[config.mk]
export PLATFORM = sky130hd
export DESIGN_NAME = counter_host
export DESIGN_NICKNAME = d
export VERILOG_FILES = /design/src/rtl/counter_pkg.sv /design/src/rtl/counter_host.sv
export SDC_FILE = /design/constraint.sdc
export NUM_CORES = 1
export LEC_CHECK = 0
export ABC_AREA = 1
export CORE_MARGIN = 2
export CORE_UTILIZATION = 30
export DETAILED_ROUTE_END_ITERATION = 7
export PLACE_DENSITY = 0.69
export REMOVE_ABC_BUFFERS = 1
export SYNTH_ARGS = -nofsm -noshare
export SYNTH_HDL_FRONTEND = slang
export SYNTH_SLANG_ARGS = --single-unit
[constraint.sdc]
create_clock -name i_clk -period 1.2 [get_ports i_clk]
set_input_delay 0.12 -clock i_clk [delete_from_list [all_inputs] [get_ports i_clk]]
set_output_delay 0.12 -clock i_clk [all_outputs]
set_load 0.02 [all_outputs]
[src/rtl/counter_pkg.sv]
// Shared definitions for the counter pin-interface host: state encoding,
// command op codes and the sizing helper for the internal cycle counter.
package counter_pkg;

    localparam int WIDTH_DEFAULT = 8;

    localparam logic OP_READ = 1'b0;
    localparam logic OP_LOAD = 1'b1;

    typedef enum logic [2:0] {
        IDLE,
        L_SETUP,
        L_LOW,
        L_HOLD,
        R_EN,
        RSP
    } hostState_e;

    // Bits needed to hold the longest per-state cycle count without wrapping.
    function automatic int cycleCountWidth(input int lowCycles, input int turnCycles);
        int longest;
        longest = (lowCycles > turnCycles + 1) ? lowCycles : (turnCycles + 1);
        return $clog2(longest + 1);
    endfunction

endpackage

[src/rtl/counter_host.sv]
// Host-side sequencer for the loadable counter's pin interface. It turns
// valid/ready LOAD and READ commands into load_n / oe_n / shared-bus pin
// sequences and returns READ samples on a valid/ready response port.
// The bus is never driven by the host while the counter may be driving it.
module counter_host
    import counter_pkg::*;
#(
    parameter int WIDTH             = WIDTH_DEFAULT,
    parameter int LOAD_LOW_CYCLES   = 2,
    parameter int TURNAROUND_CYCLES = 1
) (
    input  logic             i_clk,
    input  logic             i_rst,
    input  logic             i_cmd_valid,
    output logic             o_cmd_ready,
    input  logic             i_cmd_op,
    input  logic [WIDTH-1:0] i_cmd_data,
    output logic             o_rsp_valid,
    input  logic             i_rsp_ready,
    output logic [WIDTH-1:0] o_rsp_data,
    output logic             o_load_n,
    output logic             o_oe_n,
    output logic [WIDTH-1:0] o_bus_out,
    output logic             o_bus_oe,
    input  logic [WIDTH-1:0] i_bus_in,
    output logic             o_busy
);

    localparam int CNT_W = cycleCountWidth(LOAD_LOW_CYCLES, TURNAROUND_CYCLES);
    localparam logic [CNT_W-1:0] LOW_RELOAD  = CNT_W'(LOAD_LOW_CYCLES - 1);
    localparam logic [CNT_W-1:0] TURN_RELOAD = CNT_W'(TURNAROUND_CYCLES);
    localparam logic [CNT_W-1:0] CNT_ONE     = CNT_W'(1);

    hostState_e       r_state;
    hostState_e       w_nextState;
    logic [CNT_W-1:0] r_cycleCnt;
    logic [CNT_W-1:0] w_nextCycleCnt;
    logic             r_loadN;
    logic             w_nextLoadN;
    logic             r_oeN;
    logic             w_nextOeN;
    logic             r_busOe;
    logic             w_nextBusOe;
    logic [WIDTH-1:0] r_busOut;
    logic [WIDTH-1:0] w_nextBusOut;
    logic             r_rspValid;
    logic             w_nextRspValid;
    logic [WIDTH-1:0] r_rspData;
    logic [WIDTH-1:0] w_nextRspData;

    // Register state, cycle counter and every pin/response output; reset aborts any operation.
    always_ff @(posedge i_clk) begin
        if (i_rst) begin
            r_state    <= IDLE;
            r_cycleCnt <= '0;
            r_loadN    <= 1'b1;
            r_oeN      <= 1'b1;
            r_busOe    <= 1'b0;
            r_busOut   <= '0;
            r_rspValid <= 1'b0;
            r_rspData  <= '0;
        end else begin
            r_state    <= w_nextState;
            r_cycleCnt <= w_nextCycleCnt;
            r_loadN    <= w_nextLoadN;
            r_oeN      <= w_nextOeN;
            r_busOe    <= w_nextBusOe;
            r_busOut   <= w_nextBusOut;
            r_rspValid <= w_nextRspValid;
            r_rspData  <= w_nextRspData;
        end
    end

    // Next state plus the pin values for that state, so registered pins line up with the state.
    always_comb begin
        w_nextState    = r_state;
        w_nextCycleCnt = r_cycleCnt;
        w_nextLoadN    = 1'b1;
        w_nextOeN      = 1'b1;
        w_nextBusOe    = 1'b0;
        w_nextBusOut   = r_busOut;
        w_nextRspValid = r_rspValid;
        w_nextRspData  = r_rspData;
        case (r_state)
            IDLE: begin
                if (i_cmd_valid) begin
                    if (i_cmd_op == OP_LOAD) begin
                        w_nextState  = L_SETUP;
                        w_nextBusOe  = 1'b1;
                        w_nextBusOut = i_cmd_data;
                    end else begin
                        w_nextState    = R_EN;
                        w_nextOeN      = 1'b0;
                        w_nextCycleCnt = TURN_RELOAD;
                    end
                end
            end
            L_SETUP: begin
                w_nextState    = L_LOW;
                w_nextLoadN    = 1'b0;
                w_nextBusOe    = 1'b1;
                w_nextCycleCnt = LOW_RELOAD;
            end
            L_LOW: begin
                w_nextBusOe = 1'b1;
                if (r_cycleCnt == '0) begin
                    w_nextState = L_HOLD;
                end else begin
                    w_nextLoadN    = 1'b0;
                    w_nextCycleCnt = r_cycleCnt - CNT_ONE;
                end
            end
            L_HOLD: begin
                w_nextState = IDLE;
            end
            R_EN: begin
                if (r_cycleCnt == '0) begin
                    w_nextState    = RSP;
                    w_nextRspValid = 1'b1;
                    w_nextRspData  = i_bus_in;
                end else begin
                    w_nextOeN      = 1'b0;
                    w_nextCycleCnt = r_cycleCnt - CNT_ONE;
                end
            end
            RSP: begin
                if (i_rsp_ready) begin
                    w_nextRspValid = 1'b0;
                    w_nextState    = IDLE;
                end
            end
            default: begin
                w_nextState = IDLE;
            end
        endcase
    end

    assign o_cmd_ready = (r_state == IDLE);
    assign o_busy      = (r_state != IDLE);
    assign o_rsp_valid = r_rspValid;
    assign o_rsp_data  = r_rspData;
    assign o_load_n    = r_loadN;
    assign o_oe_n      = r_oeN;
    assign o_bus_out   = r_busOut;
    assign o_bus_oe    = r_busOe;

endmodule

; ---- Word-level counts from Yosys, hierarchy flattened
; Cells that the tools add are included.
; Widths: inputs -> output; s select.
[word_totals]
ff_bits = 25
out_inout_bits = 22
word_cells = 51
[classes]
add_sub_neg = 1
n_eq_ne = 10
n_mux = 20
n_reduce_logical = 12
[ops]
columns = cell, count
row1 = $mux 3, 5
row2 = $pmux 3 s5, 1
row3 = $ne 2x2->1 const B, 6
row4 = $pmux 1 s2, 4
row5 = $reduce_and 4->1, 2
row6 = $eq 3x3->1 const B, 2
row7 = $mux 1, 6
row8 = $mux 2, 3
row9 = $pmux 2 s3, 1
row10 = $reduce_and 3->1, 2
row11 = $reduce_bool 3->1, 2
row12 = $reduce_or 2->1, 2
row13 = $eq 3x1->1 const B, 1
row14 = $eq 3x2->1 const B, 1
row15 = $logic_not 3->1, 1
row16 = $logic_not 2->1, 1
row17 = $reduce_and 2->1, 1
row18 = $reduce_bool 2->1, 1
row19 = $sub 2x1->2 const B, 1

; ---- Logic depth before layout (Yosys ltp)
; Gate-level depths: netlist of the first run.
[logic_depth]
depth_word = 4
depth_mapped = 9

; ---- Worst setup path after synthesis of the first run
; Ideal clock, no wire load.
[synth_timing]
path_type = flip-flop to flip-flop
start = reg r_cycleCnt[0]
end = reg r_cycleCnt[1]
setup_time_ns = 0.115
arrival_ns = 1.042
slack_ns = 0.043
path_stages_with_launch = 9
path_buffers = 0
period_less_slack_ns = 1.157
path_cell_list = dfxtp_1 -> inv_1 -> ha_1 -> nand3_4 -> nand2_1 -> nor2_2 -> nand3_2 -> nand2_1 -> nor2_1
[synth_via]
elab_chain_cells = 3
elab_cells_between_ends = 6
classes_between = 1 x add/sub / 1 x eq/ne / 2 x mux / 2 x reduce/logical
[synth_rtl]
columns = item, line_no
row1 = from (decl), counter_host.sv:36  ; logic [CNT_W-1:0] r_cycleCnt;
row2 = from (signal assigned), counter_host.sv:64  ; r_cycleCnt <= w_nextCycleCnt;
row3 = $sub 2x1->2 / $logic_not 2->1 (equally long branches), n/a
row4 = $mux 2 / $ne 2x2->1 (equally long branches), n/a
row5 = $pmux 2 s3 / $reduce_and 4->1 (equally long branches), n/a
; Several ways; a longest one is shown, not always the timed one. The select of a mux whose other input is x is not followed.
; A chain may end at the register's enable or synchronous reset.

; ---- Final worst setup path of the first run
[layout_timing]
start = reg r_state[1]
end = reg r_cycleCnt[1]
[layout_via]
elab_chain_cells = 4
elab_cells_between_ends = 11
classes_between = 6 x eq/ne / 1 x mux / 4 x reduce/logical
[layout_rtl]
columns = item, line_no
row1 = from (decl), counter_host.sv:34  ; hostState_e r_state;
row2 = from (signal assigned), counter_host.sv:63  ; r_state <= w_nextState;
row3 = $eq 3x3->1 / $eq 3x2->1 (equally long branches), counter_host.sv:84  ; case (r_state)
row4 = $reduce_or 2->1 (no line), n/a
row5 = $ne 2x2->1 (no line) / $reduce_bool 3->1 (equally long branches), n/a
row6 = $reduce_and 4->1 (no line), n/a
; Several ways; a longest one is shown, not always the timed one.

==> results.py, run 1 <==
metrics = {
    "global_route": {
        "grt_max_degree": 17,
        "grt_pass1_vias": 920,
        "grt_util_all_layers": 0.121,
        "grt_util_met1": 0.137,
        "antenna_found_initial": 0,
        "grt_first_pass_wirelength_um": 3980,
        "overflow": 0,
        "grt.met3_usage": 0.0458,
        "use_met2": 0.216,
        "grt_busiest_layer": "met2",
    },
    "sta": {
        "tightest_slew_ps": 435,
        "fmax_mhz": 828,
        "slew_violations": 0,
        "setup_violations": 1,
        "period_minus_slack_ps": 1210,
        "finClkSkew_ps": 15.7,
        "finalCritPeriodShare": 1.01,
        "setup_slack_ps": -7.87,
        "relSlewSlack": 0.710,
        "rsz0062_at_grt": "yes",
        "finalHoldViolCount": 0,
    },
    "critical_path": {
        "path_cells": "buf_6 -> inv_4 -> nand2_2 -> nor2_2 -> nor2_2 -> nor2_4 -> nand3_2 -> nand2_2 -> nor2_1",
        "critPathTopFamily": "simple AND/OR/NAND/NOR gates",
        "crit_slowest_cell": "dfxtp_2",
        "reg2reg_from": "r_state[1]",
        "critPathLaunchType": "flip-flop",
        "cp_max_fo": 4,
        "crit_arrival_ps": 1420,
        "startpoint": "r_state[1]",
        "required_ps": 1420,
        "crit_path_end_kind": "flip-flop",
        "worstSetupPathType": "reg -> reg",
        "crit_path_max_incr_delay_ps": 360,
        "critPathBufInv": 2,
    },
    "detailed_routing": {
        "vias": 1079,
        "first_iter_violations": 28,
        "wl_per_cell_um": 11.0,
        "avgViaCountPerCell": 4.42,
        "first_pass_iters": 4,
        "drc": 0,
        "detail-route-antenna-nets": 0,
        "routed_wl_um": 2680,
    },
    "cells_and_area": {
        "drive_above_1_share": 0.323,
        "final_cell_area_um2": 1780,
        "final_nets": 221,
        "antenna_cells": 0,
        "seqCellArea_um2": 508,
        "area_growth_pct": 63.5,
        "multi_input_area_um2": 573,
        "fillerInstances": 347,
    },
    "status": {
        "violations": "negative setup slack",
        "status": "finished with violations",
    },
    "clocking": {
        "cts.htree.levels": 1,
        "cts_sinks": 25,
        "cts_tree": "yes",
        "cts_buffers": 3,
        "clk_latency_ps": 320,
        "cts.clk_slew.worst_paths_ps": 140,
        "cts_root_buf": "clkbuf_4",
        "cts.path.max_buffers": 2,
    },
    "hold_path": {
        "hold_class": "in -> reg",
        "min_from": "i_cmd_data[0]",
    },
    "synthesis": {
        "synth.top_cell.area_share": 0.459,
        "yosys.area.top_type": "dfxtp_1",
        "ys_types": 21,
        "syn_area_um2": 1090,
        "yosysWarnings": 0,
        "synth-seq-cells": 25,
        "synth_cells": 143,
        "synth-seq-area-share": 0.459,
        "yosys-top-cells-area": "dfxtp_1 (46%), a21oi_1 (9.6%), inv_1 (8.6%)",
        "avgSynthCellArea_um2": 7.63,
    },
    "place": {
        "placed_cell_area_um2": 1610,
        "gp_congestion": 0.787,
        "numPortBuffers": 42,
        "dp_hpwl_um": 1880,
    },
    "floorplan": {
        "io_pins": 43,
        "fp.dieW_um": 64.3,
        "initial_core_util": 0.319,
        "die_y_um": 64.3,
        "die_area_um2": 4140,
        "rows": 21,
        "core_area_um2": 3420,
    },
    "power": {
        "power_leakage_nw": 0.784,
        "peakVddDrop_uv": 930,
        "totalPowerFinal_mw": 3.82,
        "powerDensity_nw_per_um2": 2140,
    },
    "flow_run": {
        "cap_violations": 0,
    },
}
==> metrics by stage <==
stage / setup slack [ps] / utilization / instances / setup TNS [ps] / hold slack, ps
floorplan: -10.3 / - / 138 / -10.3 / 182
global placement: -111 / 0.472 / 236 / -1050 / 434
detailed placement: -113 / 0.472 / 236 / -1480 / 438
CTS: 2.92 / 0.481 / 241 / 0 / 356
global route: -80.2 / 0.522 / 244 / -442 / 342
finish: -7.87 / 0.522 / 244 / -7.87 / 358
==> synth_stat cells <==
library cell	n
o21ai_0	13
nand2_1	20
nand3_1	13
buf_6	1
nand4_1	2
a21oi_1	21
nand2_4	1
nand3_2	1
a21oi_2	1
nor2_4	1
nand3_4	2
inv_2	2
nor2_1	7
nand2_2	2
buf_4	1
dfxtp_1	25
clkbuf_1	1
buf_2	2
ha_1	1
nor2_2	1
inv_1	25
==> layout by cell type, fill, tap and decap left out, drive strengths merged <==
master,instances
inv,26
dfxtp,25
nand2,24
a21oi,22
clkdlybuf4s50,20
nand3,16
dlygate4sd2,14
buf,14
o21ai,13
nor2,9
clkdlybuf4s15,5
clkbuf,4
clkinv,3
nand4,2
ha,1
==> layer usage <==
layer  vias to the layer above  part of all wire  routed length, µm
met5                         -                 0                  0
met4                         0            0.0022                  6
met3                         2             0.078                209
met2                        42              0.49               1330
met1                       467              0.42               1140
li1                        568                 -                  -
==> timing repair <==
action                                  CTS  global route
hold buffers                              0             0
setup buffers                             1             1
pin swaps                                 1             8
cloned                                    0             2
gates resized for setup                  39            54
endpoints found under the setup margin   44            27
==> area by class of cell <==
cell class	instances	share of cell area
clock buffer	3	0.0126
clock inverter	1	0.00281
inverter	27	0.0610
multi-input combinational	87	0.321
sequential	25	0.285
tap	46	0.0323
timing repair buffer	54	0.283
timing repair inverter	1	0.00281
==> state kept, by name, summed over array words and instances, names as in the netlist <==
name,flops
o_bus_oe,1
r_state,3
r_cycleCnt,2
o_rsp_valid,1
o_load_n,1
o_oe_n,1
o_rsp_data,8
o_bus_out,8
==> cells by family (layout without fill, tap and decap cells) <==
family,after synthesis,in the layout,share of synthesized area
compound gates,35,35,0.164
fa+ha+maj,1,1,0.0115
buf+inv,32,86,0.123
flops,25,25,0.459
simple gates,50,51,0.243
==> tightest hold or removal path: cells and delay by family <==
kind | cells | cell delay (ps)
AND/OR/NAND/NOR | 1 | 80
AO/OA/AOI/OAI | 1 | 60
buffers and inverters | 1 | 400
==> worst paths after layout <==
| kind | endpoint | slack (ps) | cells past startpoint |
|---|---|---|---|
| worst max-delay path | r_cycleCnt[1] | -8 | 9 |
| worst min-delay path | o_bus_out[0] | 360 | 3 |
| worst min register to register | o_rsp_data[6] | 460 | 2 |
| worst max register to register | r_cycleCnt[1] | -8 | 9 |
==> power breakdown <==
part | switching, mW | leakage [nW] | internal [mW]
Sequential | 0.118 | 0.206 | 1.08
Combinational | 1.32 | 0.560 | 0.935
Clock | 0.246 | 0.0177 | 0.125
Total | 1.69 | 0.784 | 2.13
(Power assumes the default switching activity.)
==> run 2: changes to the inputs <==
--- a/config.mk
+++ b/config.mk
@@ -6,10 +6,13 @@
 export NUM_CORES = 1
 export LEC_CHECK = 0
 export ABC_AREA = 1
+export CELL_PAD_IN_SITES_DETAIL_PLACEMENT = 0
+export CELL_PAD_IN_SITES_GLOBAL_PLACEMENT = 1
+export CORE_ASPECT_RATIO = 1.4
 export CORE_MARGIN = 2
-export CORE_UTILIZATION = 30
+export CORE_UTILIZATION = 27
 export DETAILED_ROUTE_END_ITERATION = 7
-export PLACE_DENSITY = 0.69
+export PLACE_DENSITY = 0.83
 export REMOVE_ABC_BUFFERS = 1
 export SYNTH_ARGS = -nofsm -noshare
 export SYNTH_HDL_FRONTEND = slang
==> run 2 against run 1 <==
  * The flow now finishes without violations
  * Core utilization is 7.9 points lower
  * Via count is 0.83% lower
  * First-iteration DRC count is 100% higher
  * Largest cell class unchanged
  * Global-route usage is 0.30 points higher
  * Hold slack better by 63 ps
  * Wire length is 0.11% higher
==> results.py, run 2 (synthesis results as in run 1) <==
metrics = {
    "status": {
        "status": "complete, no violations",
    },
    "floorplan": {
        "core_area_um2": 3920,
        "die_y_um": 79.2,
        "die_area_um2": 4570,
        "fp.dieW_um": 57.7,
        "initial_core_util": 0.278,
        "io_pins": 43,
        "rows": 27,
    },
    "detailed_routing": {
        "wl_per_cell_um": 11.2,
        "vias": 1070,
        "detail-route-antenna-nets": 0,
        "avgViaCountPerCell": 4.48,
        "routed_wl_um": 2680,
        "first_pass_iters": 4,
        "first_iter_violations": 57,
        "drc": 0,
    },
    "global_route": {
        "grt_max_degree": 18,
        "grt_first_pass_wirelength_um": 4380,
        "antenna_found_initial": 0,
        "overflow": 0,
        "grt_util_all_layers": 0.124,
        "grt_pass1_vias": 1033,
    },
    "sta": {
        "hold_slack_ps": 421,
        "finalCritPeriodShare": 0.962,
        "finClkSkew_ps": 4.37,
        "finalHoldViolCount": 0,
        "slew_violations": 0,
        "tightest_slew_ps": 344,
        "relSlewSlack": 0.771,
        "setup_violations": 0,
        "period_minus_slack_ps": 1150,
        "fmax_mhz": 866,
        "rsz0062_at_grt": "yes",
        "tns_ps": 0,
        "setup_slack_ps": 45.9,
    },
    "cells_and_area": {
        "finish.utilization": 0.443,
        "area_growth_pct": 59.1,
        "antenna_cells": 0,
        "fillerInstances": 397,
        "final_nets": 219,
        "mostFrequentLayoutCells": "inv_1 (21), dfxtp_1 (21), a21oi_1 (20), clkdlybuf4s50_1 (20), dlygate4sd2_1 (20)",
        "drive_above_1_share": 0.255,
    },
    "critical_path": {
        "reg2reg_depth": 9,
        "crit_path_end_kind": "flip-flop",
        "cp-endpoint": "r_cycleCnt[1]",
        "reg2reg_to": "r_cycleCnt[1]",
        "startpoint": "r_state[1]",
        "required_ps": 1380,
        "rrSetupSlack_ps": 50,
        "cp_max_fo": 4,
        "worstSetupPathType": "reg -> reg",
        "critPathLaunchType": "flip-flop",
        "crit_arrival_ps": 1330,
        "reg2reg_from": "r_state[1]",
    },
    "place": {
        "dp_hpwl_um": 1880,
        "numPortBuffers": 42,
        "pre_cts_ws_ps": -120,
        "gp_congestion": 0.797,
    },
    "power": {
        "peakVddDrop_uv": 1010,
        "powerDensity_nw_per_um2": 2230,
        "power_leakage_nw": 0.787,
        "totalPowerFinal_mw": 3.86,
    },
    "clocking": {
        "cts.path.max_buffers": 2,
        "cts_hold_buf": 0,
        "cts.htree.levels": 1,
        "clk_latency_ps": 270,
        "cts_root_buf": "clkbuf_8",
        "cts_tree": "yes",
        "cts_sinks": 25,
        "cts_buffers": 3,
        "cts.clk_slew.worst_paths_ps": 90,
    },
    "flow_run": {
        "cap_violations": 0,
    },
    "hold_path": {
        "hold_class": "in -> reg",
    },
}
-- run 2: critical path, stage by stage (launching register included) --
cell and delay (ps):
dfxtp_2 350, buf_6 130, inv_4 50, nand2_2 50, nor2_2 90, nor2_1 60, nor2_2 150, nand3_2 80
nand2_1 60, nor2_1 50
-- run 2: cell type report --
cell class              instances  area (µm²)  share of cell area
clock buffers                   3        41.3              0.0238
clock inverters                 1        5.00             0.00288
inverters                      27         109              0.0627
multi-input cells              86         523               0.301
flip-flops and latches         25         505               0.291
well taps                      43        53.8              0.0310
repair buffers                 54         498               0.287
-- run 2: worst min-delay path by stage --
stage	start	end	slack, ps	depth (start not counted)
6_report	i_cmd_data[4]	o_bus_out[4]	420	3
3_3_place_gp	o_rsp_data[0]	o_rsp_data[0]	430	2
5_1_grt	i_cmd_data[1]	o_bus_out[1]	440	3
2_1_floorplan	i_rst	r_state[2]	180	1
3_5_place_dp	o_rsp_data[0]	o_rsp_data[0]	440	2
4_1_cts	i_cmd_data[6]	o_bus_out[6]	410	3
-- run 2: routing by layer --
| metal | vias up | routed length [µm] | track usage |
|---|---|---|---|
| met3 | 6 | 157 | 0.0309 |
| met5 | - | 0 | 0 |
| met4 | 0 | 75 | 0.0698 |
| li1 | 562 | - | - |
| met1 | 469 | 1060 | 0.130 |
| met2 | 33 | 1390 | 0.219 |
-- run 2: repair_timing --
action | 4_1_cts | 5_1_grt
resized for setup | 38 | 31
buffers inserted | 0 | 1
pin swaps | 1 | 8
setup endpoints to repair | 38 | 18
-- run 2: stage by stage --
step	cell area (µm²)	cells
after global routing	1740	239
after CTS	1670	238
after floorplan	1060	138
final	1740	239
after global placement	1620	234
after detailed placement	1620	234
-- run 2: where the power goes --
| group | leakage, nW | total [mW] | internal [mW] | switching [mW] |
|---|---|---|---|---|
| sequential | 0.206 | 1.19 | 1.07 | 0.115 |
| clock | 0.0255 | 0.511 | 0.233 | 0.279 |
| combinational | 0.556 | 2.16 | 0.898 | 1.27 |
